==> src/rtl/gpr_status_ctrl.sv <==
// Register-status table for the OoO core: tracks which GPRs await a ROB result
// and on which tag, and drives the architectural GPR write port at commit.
module gpr_status_ctrl #(
    parameter  int ROB_DEPTH = 16,
    localparam int TAG_W     = $clog2(ROB_DEPTH)
) (
    input  logic             clk,
    input  logic             rst,
    input  logic             flush,
    input  logic             disp_valid,
    input  logic [4:0]       disp_rd_addr,
    input  logic [TAG_W-1:0] disp_rob_tag,
    input  logic [4:0]       rs1_addr,
    input  logic [4:0]       rs2_addr,
    output logic             rs1_busy,
    output logic [TAG_W-1:0] rs1_tag,
    output logic             rs2_busy,
    output logic [TAG_W-1:0] rs2_tag,
    input  logic             commit_valid,
    input  logic [4:0]       commit_rd_addr,
    input  logic [TAG_W-1:0] commit_rob_tag,
    input  logic [31:0]      commit_wdata,
    output logic             gpr_rd_wr,
    output logic [4:0]       gpr_rd_addr,
    output logic [31:0]      gpr_rd_wdata,
    output logic [5:0]       busy_cnt
);

    // Entry 0 is only ever reset, so x0 reads back as not busy with tag 0.
    logic [31:0]      busy;
    logic [TAG_W-1:0] tag_q [32];

    logic disp_set;
    logic commit_clr;
    logic cnt_inc;
    logic cnt_dec;

    always_comb begin
        disp_set   = disp_valid && (disp_rd_addr != 5'd0);
        commit_clr = commit_valid && (commit_rd_addr != 5'd0) &&
                     busy[commit_rd_addr] && (tag_q[commit_rd_addr] == commit_rob_tag);
        cnt_inc    = disp_set && !busy[disp_rd_addr];
        // A clear overridden by a same-register dispatch leaves that reg busy.
        cnt_dec    = commit_clr && !(disp_set && (disp_rd_addr == commit_rd_addr));
    end

    always_comb begin
        rs1_busy     = busy[rs1_addr];
        rs1_tag      = tag_q[rs1_addr];
        rs2_busy     = busy[rs2_addr];
        rs2_tag      = tag_q[rs2_addr];
        gpr_rd_wr    = commit_valid && (commit_rd_addr != 5'd0);
        gpr_rd_addr  = commit_rd_addr;
        gpr_rd_wdata = commit_wdata;
    end

    always_ff @(posedge clk or posedge rst) begin
        if (rst) begin
            busy     <= '0;
            busy_cnt <= '0;
            for (int unsigned i = 0; i < 32; i++) begin
                tag_q[i] <= '0;
            end
        end else if (flush) begin
            busy     <= '0;
            busy_cnt <= '0;
        end else begin
            if (commit_clr) begin
                busy[commit_rd_addr] <= 1'b0;
            end
            if (disp_set) begin
                busy[disp_rd_addr]  <= 1'b1;
                tag_q[disp_rd_addr] <= disp_rob_tag;
            end
            busy_cnt <= busy_cnt + 6'(cnt_inc) - 6'(cnt_dec);
        end
    end

    cnt_matches_busy: assert property (@(posedge clk) disable iff (rst)
        int'(busy_cnt) == $countones(busy));

endmodule

==> config.mk <==
export PLATFORM = sky130hd
export DESIGN_NAME = gpr_status_ctrl
export DESIGN_NICKNAME = d
export VERILOG_FILES = /design/src/rtl/gpr_status_ctrl.sv
export SDC_FILE = /design/constraint.sdc
export NUM_CORES = 1
export LEC_CHECK = 0
export BUFFER_PORTS_ARGS = -buffer_cell sky130_fd_sc_hd__buf_4
export CORE_AREA = 2 2 151 153
export CTS_BUF_LIST = sky130_fd_sc_hd__clkbuf_2
export DETAILED_ROUTE_END_ITERATION = 10
export DIE_AREA = 0 0 153 155
export GPL_ROUTABILITY_DRIVEN = 0
export PLACE_DENSITY = 0.71
export SETUP_SLACK_MARGIN = 0.1
export SLEW_MARGIN = 0
export SYNTH_ARGS = -nofsm -noshare
export SYNTH_HDL_FRONTEND = slang
export SYNTH_SLANG_ARGS = --single-unit
==> constraint.sdc <==
create_clock -name clk -period 11.2 [get_ports clk]
set_input_delay 0 -clock clk [delete_from_list [all_inputs] [get_ports clk]]
set_output_delay 0 -clock clk [all_outputs]
set_load 0.05 [all_outputs]
# --- Word-level counts from Yosys, hierarchy flattened ---
# Cells that the tools add are included.
word_totals:
  ff_bits: 166
  inputBits: 65
  output_inout_bits: 54
  word_cells: 101
op_classes:
  add_sub_neg: 2
  order_cmp: 11
  eq_ne: 2
  n_mux: 29
  bitwise: 8
  n_reduce_logical: 15
ops:
  columns: ["cell", "n"]
  rows:
  - ["$bwmux 128", 1]
  - ["$mux 32", 4]
  - ["$bmux 4 s5", 3]
  - ["$and 32x32->32", 1]
  - ["$not 32->32", 1]
  - ["$or 32x32->32", 1]
  - ["$mux 4", 7]
  - ["$ge 6x6->1 const B", 4]
  - ["$lt 5x6->1 const B", 4]
  - ["$not 5->6", 4]
  - ["$bmux 1 s5", 4]
  - ["$demux 4 s5", 1]
  - ["$demux 1 s5", 2]
  - ["$ge 5x1->1 const B", 2]
  - ["$logic_and 1x1->1", 10]
  - ["$reduce_bool 5->1", 2]
  - ["$add 6x1->6", 1]
  - ["$lt 6x1->1 const B", 1]
  - ["$mux 1", 6]
  - ["$mux 6", 1]
  - ["$sub 6x1->6", 1]
  - ["$eq 5x5->1", 1]
  - ["$eq 4x4->1", 1]
  - ["$logic_not 1->1", 2]
  - ["2 further kinds", 2]

# --- Logic depth before layout (Yosys ltp) ---
# Gate-level depths: netlist of run 1.
depth:
  depth_word: 11
  mapped_depth: 20
  depth_no_buf: 16

# --- Worst setup path before layout of run 1 ---
# OpenSTA, ideal clock, no wires.
synth_timing:
  path_kind: "input to register"
  from: "input port commit_rd_addr[1]"
  to: "register busy_cnt[5]"
  setup_ps: 130
  arrival_ps: 4424
  t_required_ps: 11070
  setup_slack_ps: 6646
  cell_stages: 18
  n_path_buf: 4
  cell_sequence: "clkbuf_1 -> buf_4 -> buf_4 -> buf_2 -> nor2_1 -> a21boi_0 -> nand2_1 -> nor3_4 -> o21a_1 -> ha_1 -> inv_1 -> ha_1 -> a21o_1 -> a21oi_1 -> o21bai_1 -> a21oi_1 -> xnor2_1 -> nor2_1"
synth_via:
  word_cells_on_any_way: 17
  cone_classes: "1 x add/sub; 2 x eq/ne; 6 x mux; 1 x bitwise; 7 x reduce/logical"
synth_lines:
  columns: ["element", "line_no", "text"]
  rows:
  - ["start: declaration", "20", "input logic [4:0] commit_rd_addr,"]
  - ["$reduce_bool 5->1", null, null]
  - ["$logic_and 1x1->1", null, null]
  - ["named net gpr_rd_wr", "23", "output logic gpr_rd_wr,"]
  - ["$logic_and 1x1->1", "40", "commit_clr = commit_valid && (commit_rd_addr != 5'd0) &&"]
  - ["$logic_and 1x1->1", "41", "busy[commit_rd_addr] && (tag_q[commit_rd_addr] == commit_rob_tag);"]
  - ["$logic_and 1x1->1", "44", "cnt_dec = commit_clr && !(disp_set && (disp_rd_addr == commit_rd_addr));"]
  - ["$sub 6x1->6", "75", "busy_cnt <= busy_cnt + 6'(cnt_inc) - 6'(cnt_dec);"]
  - ["$mux 6", "64", "end else if (flush) begin"]
  - ["end signal: assignment", "75", null]
  - ["end: declaration", "26", "output logic [5:0] busy_cnt"]
# The timed path passes the listed nets, and every way through them passes these cells. The select of a mux whose other input is x is not followed.
# A chain may end at the register's enable or synchronous reset.

# --- Worst setup path in the final report of run 1 ---
layout_timing:
  from: "input port commit_rd_addr[1]"
  to: "register busy_cnt[5]"
layout_via:
  elab_chain_len: 9
  word_cells_on_any_way: 17
  cone_classes: "1 x add/sub; 2 x eq/ne; 6 x mux; 1 x bitwise; 7 x reduce/logical"
layout_lines:
  columns: ["element", "line_no"]
  rows:
  - ["$not 5->6 (not written as such)", "41"]
  - ["$bmux 4 s5", "41"]
  - ["$mux 4 (not written as such) (2 in series)", "41"]
  - ["$eq 4x4->1", "41"]
  - ["$logic_and 1x1->1", "41"]
  - ["$logic_and 1x1->1 (*)", "44"]
  - ["$sub 6x1->6 (*)", "75"]
  - ["$mux 6 (*)", "64"]
# Mark *: on every way between the ends. The rest lies on a longest branch, timed or not. The select of a mux whose other input is x is not followed.

==> metrics.md, run 1 <==
| Metric | Value |
|---|---|
| Outcome | finished clean |
| Fin. Hold Viols | 0 |
| Syn Area/Cell | 13.0 um2 |
| Peak supply drop | 0.0000917 V |
| Hold path endpoint | gpr_rd_wdata[7] |
| Crit Path Category | input pin to flop |
| Fin crit share | 0.416 |
| Initial antenna violation count | 1 |
| Critical path arrival | 5380 ps |
| Routed len/inst | 27.2 um |
| Via/cell ratio | 6.99 |
| CP required | 11,920 ps |
| Most Frequent Cell on Critical Path | a21oi_1 |
| #FFs+latches synth | 166 |
| Sequential-to-total area share from yosys stat | 0.367 |
| Final setup vio count | 0 |
| EDFF count, synth | 0 |
| CTS tree | done |
| Logic pwr share | 0.278 |
| Worst-margin pin slew | 1120 ps |
| Hold path cells | 0 |
| Worst-path clk slew | 280 ps |
| Multi-input combinational cell area | 0.00651 mm2 |
| Hold crit path type | input pin to primary output |
| LEAKAGE | 5.15 nW |
| Syn_nets | 941 |
| Mapped Cells | 869 |
| Sw Share | 0.338 |
| DP Cell Count | 1,102 |
| Drt first pass iters | 6 |
| Final #Nets | 937 |
| Worst r2r src | tag_q[37]$_DFFE_PP0P_ |
| # clock sinks | 166 |
| First-pass GRT wire length | 49,100 um |
| Grt ovf | 0 |
| Most frequent cells in the layout | 166 x dfrtp_1, 137 x mux2_2, 114 x mux4_2 |
| Post-synth top area cell | dfrtp_1 |
| Top cells by area, synth | dfrtp_1 37%, mux4_2 23%, mux2_2 14%, mux2i_1 5.9%, buf_4 2.6% |
| Unrepaired setup endpoints after global routing | no |
| Yosys Warn Count | 0 |
| Worst path bufs/invs | 4 |
| Drt drc | 0 |
| # rows | 55 |
| Minimum clock period | 4660 ps |
| Fin Setup TNS | 0 ps |
| Slew margin rel. | 0.253 |
| Fill count | 1,825 |
| H-tree depth | 4 |
| Design area | 0.0121 mm2 |
| # IOs | 119 |
| Fraction of registers with async set/reset | 1.00 |
| Layout cells sized above 1 | 0.399 |
| Final wirelength | 31,700 um |
| Skew final | 52.7 ps |
| Die Ht | 155 um |
| Clock power frac | 0.231 |
| Setup crit start | commit_rd_addr[1] |
| Max stage delay on crit path | 880 ps |
| Drt initial violations | 740 |
| DIE AREA | 0.0237 mm2 |
| R2r setup slk | 6570 ps |
| Hold Startpoint | commit_wdata[7] |
| Number of port buffers | 54 |
| F_max | 0.214 GHz |
| Min setup slack post-route | 6540 ps |
| Synthesized cell area | 0.0113 mm2 |
| Non-Filler Instances | 1,163 |
| Flop pwr share | 0.491 |
| R2R depth | 17 |
| Die W | 153 um |
| CTS Buffer Depth | 2 |
| Worst skew pair latency | 790 ps |
| Register Area | 0.00415 mm2 |
| Top Family by Delay on Critical Path | buffers and inverters |
| Startpoint types | input pin |
| Slowest cell on the critical path | buf_4 |
| Internal power | 1.00 mW |
| Synth Flop Type | dfrtp_1 |
| Root Buffer | clkbuf_2 |
| Detailed placement HPWL | 22,000 um |
| Area delta synth->final | 6.59% |
| Cts repair resizes | 0 |
| Most common cell after layout, fill and taps aside | dfrtp_1 |
| P_sw | 510 uW |
| Final Slew Violations | 0 |
| Total CTS buffers | 17 |
| Initial Util | 0.509 |
| Area of placed instances | 0.0115 mm2 |
| Post-synth top area share | 0.367 |
| Max-cap violations | 0 |
| Placement Setup Slack | 6430 ps |
| Crit path max fanout | 68 |
| Crit-path cells | buf_4 -> buf_4 -> mux2i_1 -> o22ai_1 -> nor4_1 -> a21oi_1 -> or4_4 -> dlygate4sd3_1 -> nor3_4 -> o21a_1 -> ha_1 -> inv_1 -> ha_1 -> a21o_1 -> a21oi_1 -> o21bai_1 -> a21oi_1 -> xnor2_1 -> nor2_1 |
| Total track usage | 0.272 |
| Via count | 8,131 |
| Largest net degree at the start of global routing | 109 |
| Cell variety after synth | 46 |
| Core ar. | 0.0222 mm2 |
| Final ANT Viol Nets | 0 |
| Vias in the first global route | 8,183 |
| CP Capture Type | flop |
| Pwr/cell area | 125 mW/mm2 |
| Reg2reg end | busy_cnt[5]$_DFF_PP0_ |
per-layer routing:
| metal | vias up | GRT usage | wire [um] |
|---|---|---|---|
| met3 | 73 | 0.0733 | 2960 |
| met1 | 4193 | 0.369 | 12700 |
| met2 | 477 | 0.438 | 15200 |
| li1 | 3388 | - | - |
| met5 | - | 0 | 0 |
| met4 | 0 | 0.0780 | 848 |
layout make-up:
class	instances	area share
clock inverters	12	0.0128
well taps	285	0.0296
multi-input cells	578	0.540
diodes	1	0.000208
inverters	16	0.00540
flip-flops and latches	166	0.344
clock buffers	19	0.00789
repair buffers	86	0.0596
registers in the layout, indices dropped and copies added (netlist names):
register / flops
busy: 32
busy_cnt: 6
tag_q: 128
cell families after synthesis:
logic type,Yosys count,share of synthesized area
simple gates,131,0.0723
flops,166,0.367
compound gates,113,0.0655
mux,318,0.423
xor+xnor,9,0.00697
buf+inv,125,0.0571
fa+ha+maj,7,0.00841
power groups by stage:
stage	sequential, mW	combinational [mW]	clock, mW
4_1_cts	0.739	0.420	0.350
2_1_floorplan	0.741	0.336	0
5_1_grt	0.749	0.452	0.376
3_3_place_gp	0.748	0.406	0
6_report	0.742	0.420	0.349
3_5_place_dp	0.751	0.411	0
worst max path at each step:
stage / to / slack, ps / cells past startpoint
after floorplan: busy_cnt[5]$_DFF_PP0_ / 6650 / 18
after global placement: busy_cnt[5]$_DFF_PP0_ / 6570 / 18
after detailed placement: busy_cnt[4]$_DFF_PP0_ / 6430 / 18
after CTS: busy_cnt[5]$_DFF_PP0_ / 6600 / 17
after global routing: busy_cnt[4]$_DFF_PP0_ / 6300 / 17
final: busy_cnt[5]$_DFF_PP0_ / 6540 / 19
stage by stage:
step	hold slack (ps)	util	power [mW]
3_3_place_gp	0.341	0.518	1.15
3_5_place_dp	0.341	0.518	1.16
5_1_grt	0.0763	0.543	1.58
6_report	0.0140	0.543	1.51
4_1_cts	0.341	0.542	1.51
2_1_floorplan	152	-	1.08
cell usage after synthesis, types with 4 or more instances:
cell,number
mux2_2,137
nand2_1,32
buf_2,12
and2_1,4
buf_4,39
nor2b_1,12
xnor2_1,4
a41oi_1,7
nor2_1,24
xor2_1,5
nand3_1,5
inv_1,16
nor3_1,4
a21boi_0,5
or4b_4,4
a21oi_1,20
nand4bb_1,5
o22ai_1,32
a22oi_1,21
nand4b_1,5
a31oi_1,21
nand2b_1,4
mux2i_1,67
mux4_2,114
and3_1,6
dfrtp_1,166
buf_1,14
nor4_1,10
clkbuf_1,42
ha_1,6
repair_timing:
action,4_1_cts,5_1_grt
buffers inserted,0,0
hold buffers,29,0
hold endpoints to repair,269,0
Power figures use the tool's default switching activity.
==> run 2: changes to the inputs <==
--- a/config.mk
+++ b/config.mk
@@ -5,13 +5,14 @@
 export SDC_FILE = /design/constraint.sdc
 export NUM_CORES = 1
 export LEC_CHECK = 0
+export ABC_AREA = 1
 export BUFFER_PORTS_ARGS = -buffer_cell sky130_fd_sc_hd__buf_4
-export CORE_AREA = 2 2 151 153
+export CORE_AREA = 2 2 156 158
 export CTS_BUF_LIST = sky130_fd_sc_hd__clkbuf_2
 export DETAILED_ROUTE_END_ITERATION = 10
-export DIE_AREA = 0 0 153 155
+export DIE_AREA = 0 0 158 160
 export GPL_ROUTABILITY_DRIVEN = 0
-export PLACE_DENSITY = 0.71
+export PLACE_DENSITY = 0.73
 export SETUP_SLACK_MARGIN = 0.1
 export SLEW_MARGIN = 0
 export SYNTH_ARGS = -nofsm -noshare
==> constraint.sdc (replaced) <==
create_clock -name clk -period 4 [get_ports clk]
set_input_delay 0 -clock clk [delete_from_list [all_inputs] [get_ports clk]]
set_output_delay 0 -clock clk [all_outputs]
set_load 0.05 [all_outputs]
==> metrics.md, run 2 <==
| Metric | Value |
|---|---|
| # rows | 57 (was 55) |
| CP required | 4760 ps (was 11,920 ps) |
| Drt first pass iters | 7 (was 6) |
| Number of port buffers | 54 (unchanged) |
| EDFF count, synth | 0 (unchanged) |
| Reg2reg end | busy[30]$_DFF_PP0_ (was busy_cnt[5]$_DFF_PP0_) |
| Slew margin rel. | 0.270 (was 0.253) |
| Hold path endpoint | gpr_rd_wdata[14] (was gpr_rd_wdata[7]) |
| Synth Flop Type | dfrtp_1 (unchanged) |
| Largest register by flop count | tag_q (unchanged) |
| Grt ovf | 0 (unchanged) |
| # IOs | 119 (unchanged) |
| Cts repair resizes | 0 (unchanged) |
| Fill count | 2,402 (was 1,825) |
| Fraction of registers with async set/reset | 1.00 (unchanged) |
| Hold Startpoint | commit_wdata[14] (was commit_wdata[7]) |
| Layout cells sized above 1 | 0.0725 (was 0.399) |
| Largest net degree at the start of global routing | 167 (was 109) |
| Die Ht | 160 um (was 155 um) |
| Drt initial violations | 2,171 (was 740) |
| Final wirelength | 45,600 um (was 31,700 um) |
| Via/cell ratio | 6.15 (was 6.99) |
| Biggest regs | tag_q: 128 flops, busy: 32 flops, busy_cnt: 6 flops (unchanged) |
| DIE AREA | 0.0253 mm2 (was 0.0237 mm2) |
| Setup crit start | busy[30]$_DFF_PP0_ (was commit_rd_addr[1]) |
| Critical path arrival | 4240 ps (was 5380 ps) |
| CP Capture Type | flop (unchanged) |
| Max reg flops | 128 (unchanged) |
| Vias in the first global route | 12,500 (was 8,183) |
| Via count | 13,400 (was 8,131) |
| Synthesized cell area | 0.0120 mm2 (was 0.0113 mm2) |
| Skew final | 45.1 ps (was 52.7 ps) |
| Startpoint types | flop (was input pin) |
| Met1 GRT Util | 0.491 (was 0.369) |
| Pwr/cell area | 336 mW/mm2 (was 125 mW/mm2) |
| Syn_nets | 1,933 (was 941) |
| Yosys Warn Count | 0 (unchanged) |
| Root Buffer | clkbuf_2 (unchanged) |
| Initial antenna violation count | 1 (unchanged) |
| R2r setup slk | 530 ps (was 6570 ps) |
| Cell variety after synth | 44 (was 46) |
| Syn Area/Cell | 6.46 um2 (was 13.0 um2) |
| LEAKAGE | 5.87 nW (was 5.15 nW) |
| Final Slew Violations | 0 (unchanged) |
| Commonest cells post-synth | 521 x nand2_1, 337 x o21ai_0, 194 x nor2_1, 166 x dfrtp_1, 151 x inv_1 (was 166 x dfrtp_1, 137 x mux2_2, 114 x mux4_2, 67 x mux2i_1, 42 x clkbuf_1) |
| Busiest grt layer | met2 (unchanged) |
| Fin. Hold Viols | 0 (unchanged) |
| Sequential-to-total area share from yosys stat | 0.346 (was 0.367) |
| Minimum clock period | 3470 ps |
| Final core area utilization | 0.539 (was 0.543) |
| Max-cap violations | 0 (unchanged) |
| Post-synth top area share | 0.346 (was 0.367) |
| Detailed placement HPWL | 30,600 um (was 22,000 um) |
| Final setup vio count | 0 (unchanged) |
| F_max | 0.288 GHz |
| Unrepaired setup endpoints after global routing | no (unchanged) |
| Routed len/inst | 20.8 um (was 27.2 um) |
| Worst-margin pin slew | 1090 ps (was 1120 ps) |
| #FFs+latches synth | 166 (unchanged) |
| Top cells by area, synth | dfrtp_1 35%, nand2_1 16%, o21ai_0 14%, nor2_1 6.1%, inv_1 4.7% (was dfrtp_1 37%, mux4_2 23%, mux2_2 14%, mux2i_1 5.9%, buf_4 2.6%) |
| Final #Nets | 1,921 (was 937) |
| Final ANT Viol Nets | 0 (unchanged) |
| Mapped Cells | 1,861 (was 869) |
| Most common cell after layout, fill and taps aside | nand2_1 (was dfrtp_1) |
| Hold path cells | 0 (unchanged) |
| CTS tree | done (unchanged) |
| # clock sinks | 166 (unchanged) |
| H-tree depth | 4 (unchanged) |
| R2R depth | 16 (was 17) |
| Crit Path Category | flop to flop (was input pin to flop) |
| Total CTS buffers | 17 (unchanged) |
| Worst skew pair latency | 820 ps (was 790 ps) |
| Met2 GRT Util | 0.536 (was 0.438) |
| Initial Util | 0.505 (was 0.509) |
| Peak supply drop | 0.000167 V (was 0.0000917 V) |
| Fin crit share | 0.868 |
| GRT met3 Usage | 0.101 (was 0.0733) |
| Outcome | finished clean (unchanged) |
| Total track usage | 0.366 (was 0.272) |
| Cell with the most instances after synthesis | nand2_1 (was dfrtp_1) |
| Area delta synth->final | 6.79% (was 6.59%) |
| First-pass GRT wire length | 70,900 um (was 49,100 um) |
| Worst-path clk slew | 300 ps (was 280 ps) |
| Hold crit path type | input pin to primary output (unchanged) |
| Most frequent cells in the layout | 521 x nand2_1, 337 x o21ai_0, 194 x nor2_1 (was 166 x dfrtp_1, 137 x mux2_2, 114 x mux4_2) |
| CTS Buffer Depth | 2 (unchanged) |
| Drt drc | 0 (unchanged) |
| Core ar. | 0.0238 mm2 (was 0.0222 mm2) |
| Die W | 158 um (was 153 um) |
| Crit path max fanout | 31 (was 68) |
| Post-synth top area cell | dfrtp_1 (unchanged) |
| Worst r2r src | busy[30]$_DFF_PP0_ (was tag_q[37]$_DFFE_PP0P_) |
| Fin Setup TNS | 0 ps (unchanged) |
==> run 2: changes by cell type after synthesis, sizes merged, moves of 67 or more <==
cell,change
mux4,-114
mux2,-137
a21oi,+79
nor2,+173
o21ai,+339
inv,+140
nand2,+492
mux2i,-67
nand3,+84
==> run 2: area by class of cell <==
cell class                      count  area, um2  share of cell area
Antenna cell                        1       2.50            0.000195
Clock buffer                       17       85.1             0.00663
Clock inverter                     14        118             0.00916
Inverter                          159        601              0.0468
Multi-Input combinational cell   1387       6440               0.502
Sequential cell                   166       4150               0.324
Tap cell                          324        405              0.0316
Timing Repair Buffer              118       1030              0.0803
==> run 2: stage by stage <==
| step | instance area, um2 | hold WS (ps) | setup slack, ps | total power, mW | cells |
|---|---|---|---|---|---|
| 6_report | 12800 | 0.0193 | 526 | 4.31 | 2186 |
| 3_3_place_gp | 12300 | 0.341 | 750 | 3.32 | 2116 |
| 2_1_floorplan | 12000 | 121 | 1190 | 3.02 | 1861 |
| 4_1_cts | 12800 | 0.341 | 675 | 4.26 | 2185 |
| 3_5_place_dp | 12300 | 0.341 | 676 | 3.35 | 2116 |
| 5_1_grt | 12800 | 0.0966 | 488 | 4.52 | 2186 |
==> run 2: worst max-delay path by stage <==
stage,end,slack (ps),cells past startpoint
after global placement,busy_cnt[5]$_DFF_PP0_,750,25
after global routing,busy[30]$_DFF_PP0_,490,16
after detailed placement,busy_cnt[5]$_DFF_PP0_,680,25
after floorplan,busy_cnt[5]$_DFF_PP0_,1190,26
after CTS,busy[30]$_DFF_PP0_,680,16
final,busy[30]$_DFF_PP0_,530,16
==> run 2: cell families after synthesis <==
family          count (synthesis)  share of synthesized area
simple gates                  843                      0.284
compound gates                531                      0.239
buf+inv                       308                      0.119
flops                         166                      0.346
fa+ha+maj                       7                    0.00791
xor+xnor                        6                    0.00437
==> run 2: repair_timing <==
item | CTS | global route
hold endpoints to repair | 315 | 0
setup buffers | 0 | 0
hold buffers | 38 | 0
==> run 2: layer usage <==
metal / vias up / routed length, um
li1: 6068 / -
met1: 6111 / 17100
met2: 1036 / 19200
met3: 233 / 6260
met4: 0 / 3020
met5: - / 0
==> run 2: where the power goes <==
part | switching (mW) | internal, mW | leakage, nW
combinational | 0.870 | 0.418 | 3.62
sequential | 0.228 | 1.89 | 2.13
clock | 0.726 | 0.179 | 0.116
==> run 2: worst max-delay path: stages, from the launching register on <==
cell           delay, ps
dfrtp_1              460
inv_1                 80
o21ai_0              320
nand2_1              100
nand2_1               80
nand2_1               40
nand2_1               50
nor2_1                50
a21oi_2              220
nand2_1              130
nor2_4               130
dlygate4sd3_1        580
buf_4                370
nand3_2               90
dlygate4sd3_1        580
nand2_1               60
nand2_1               50
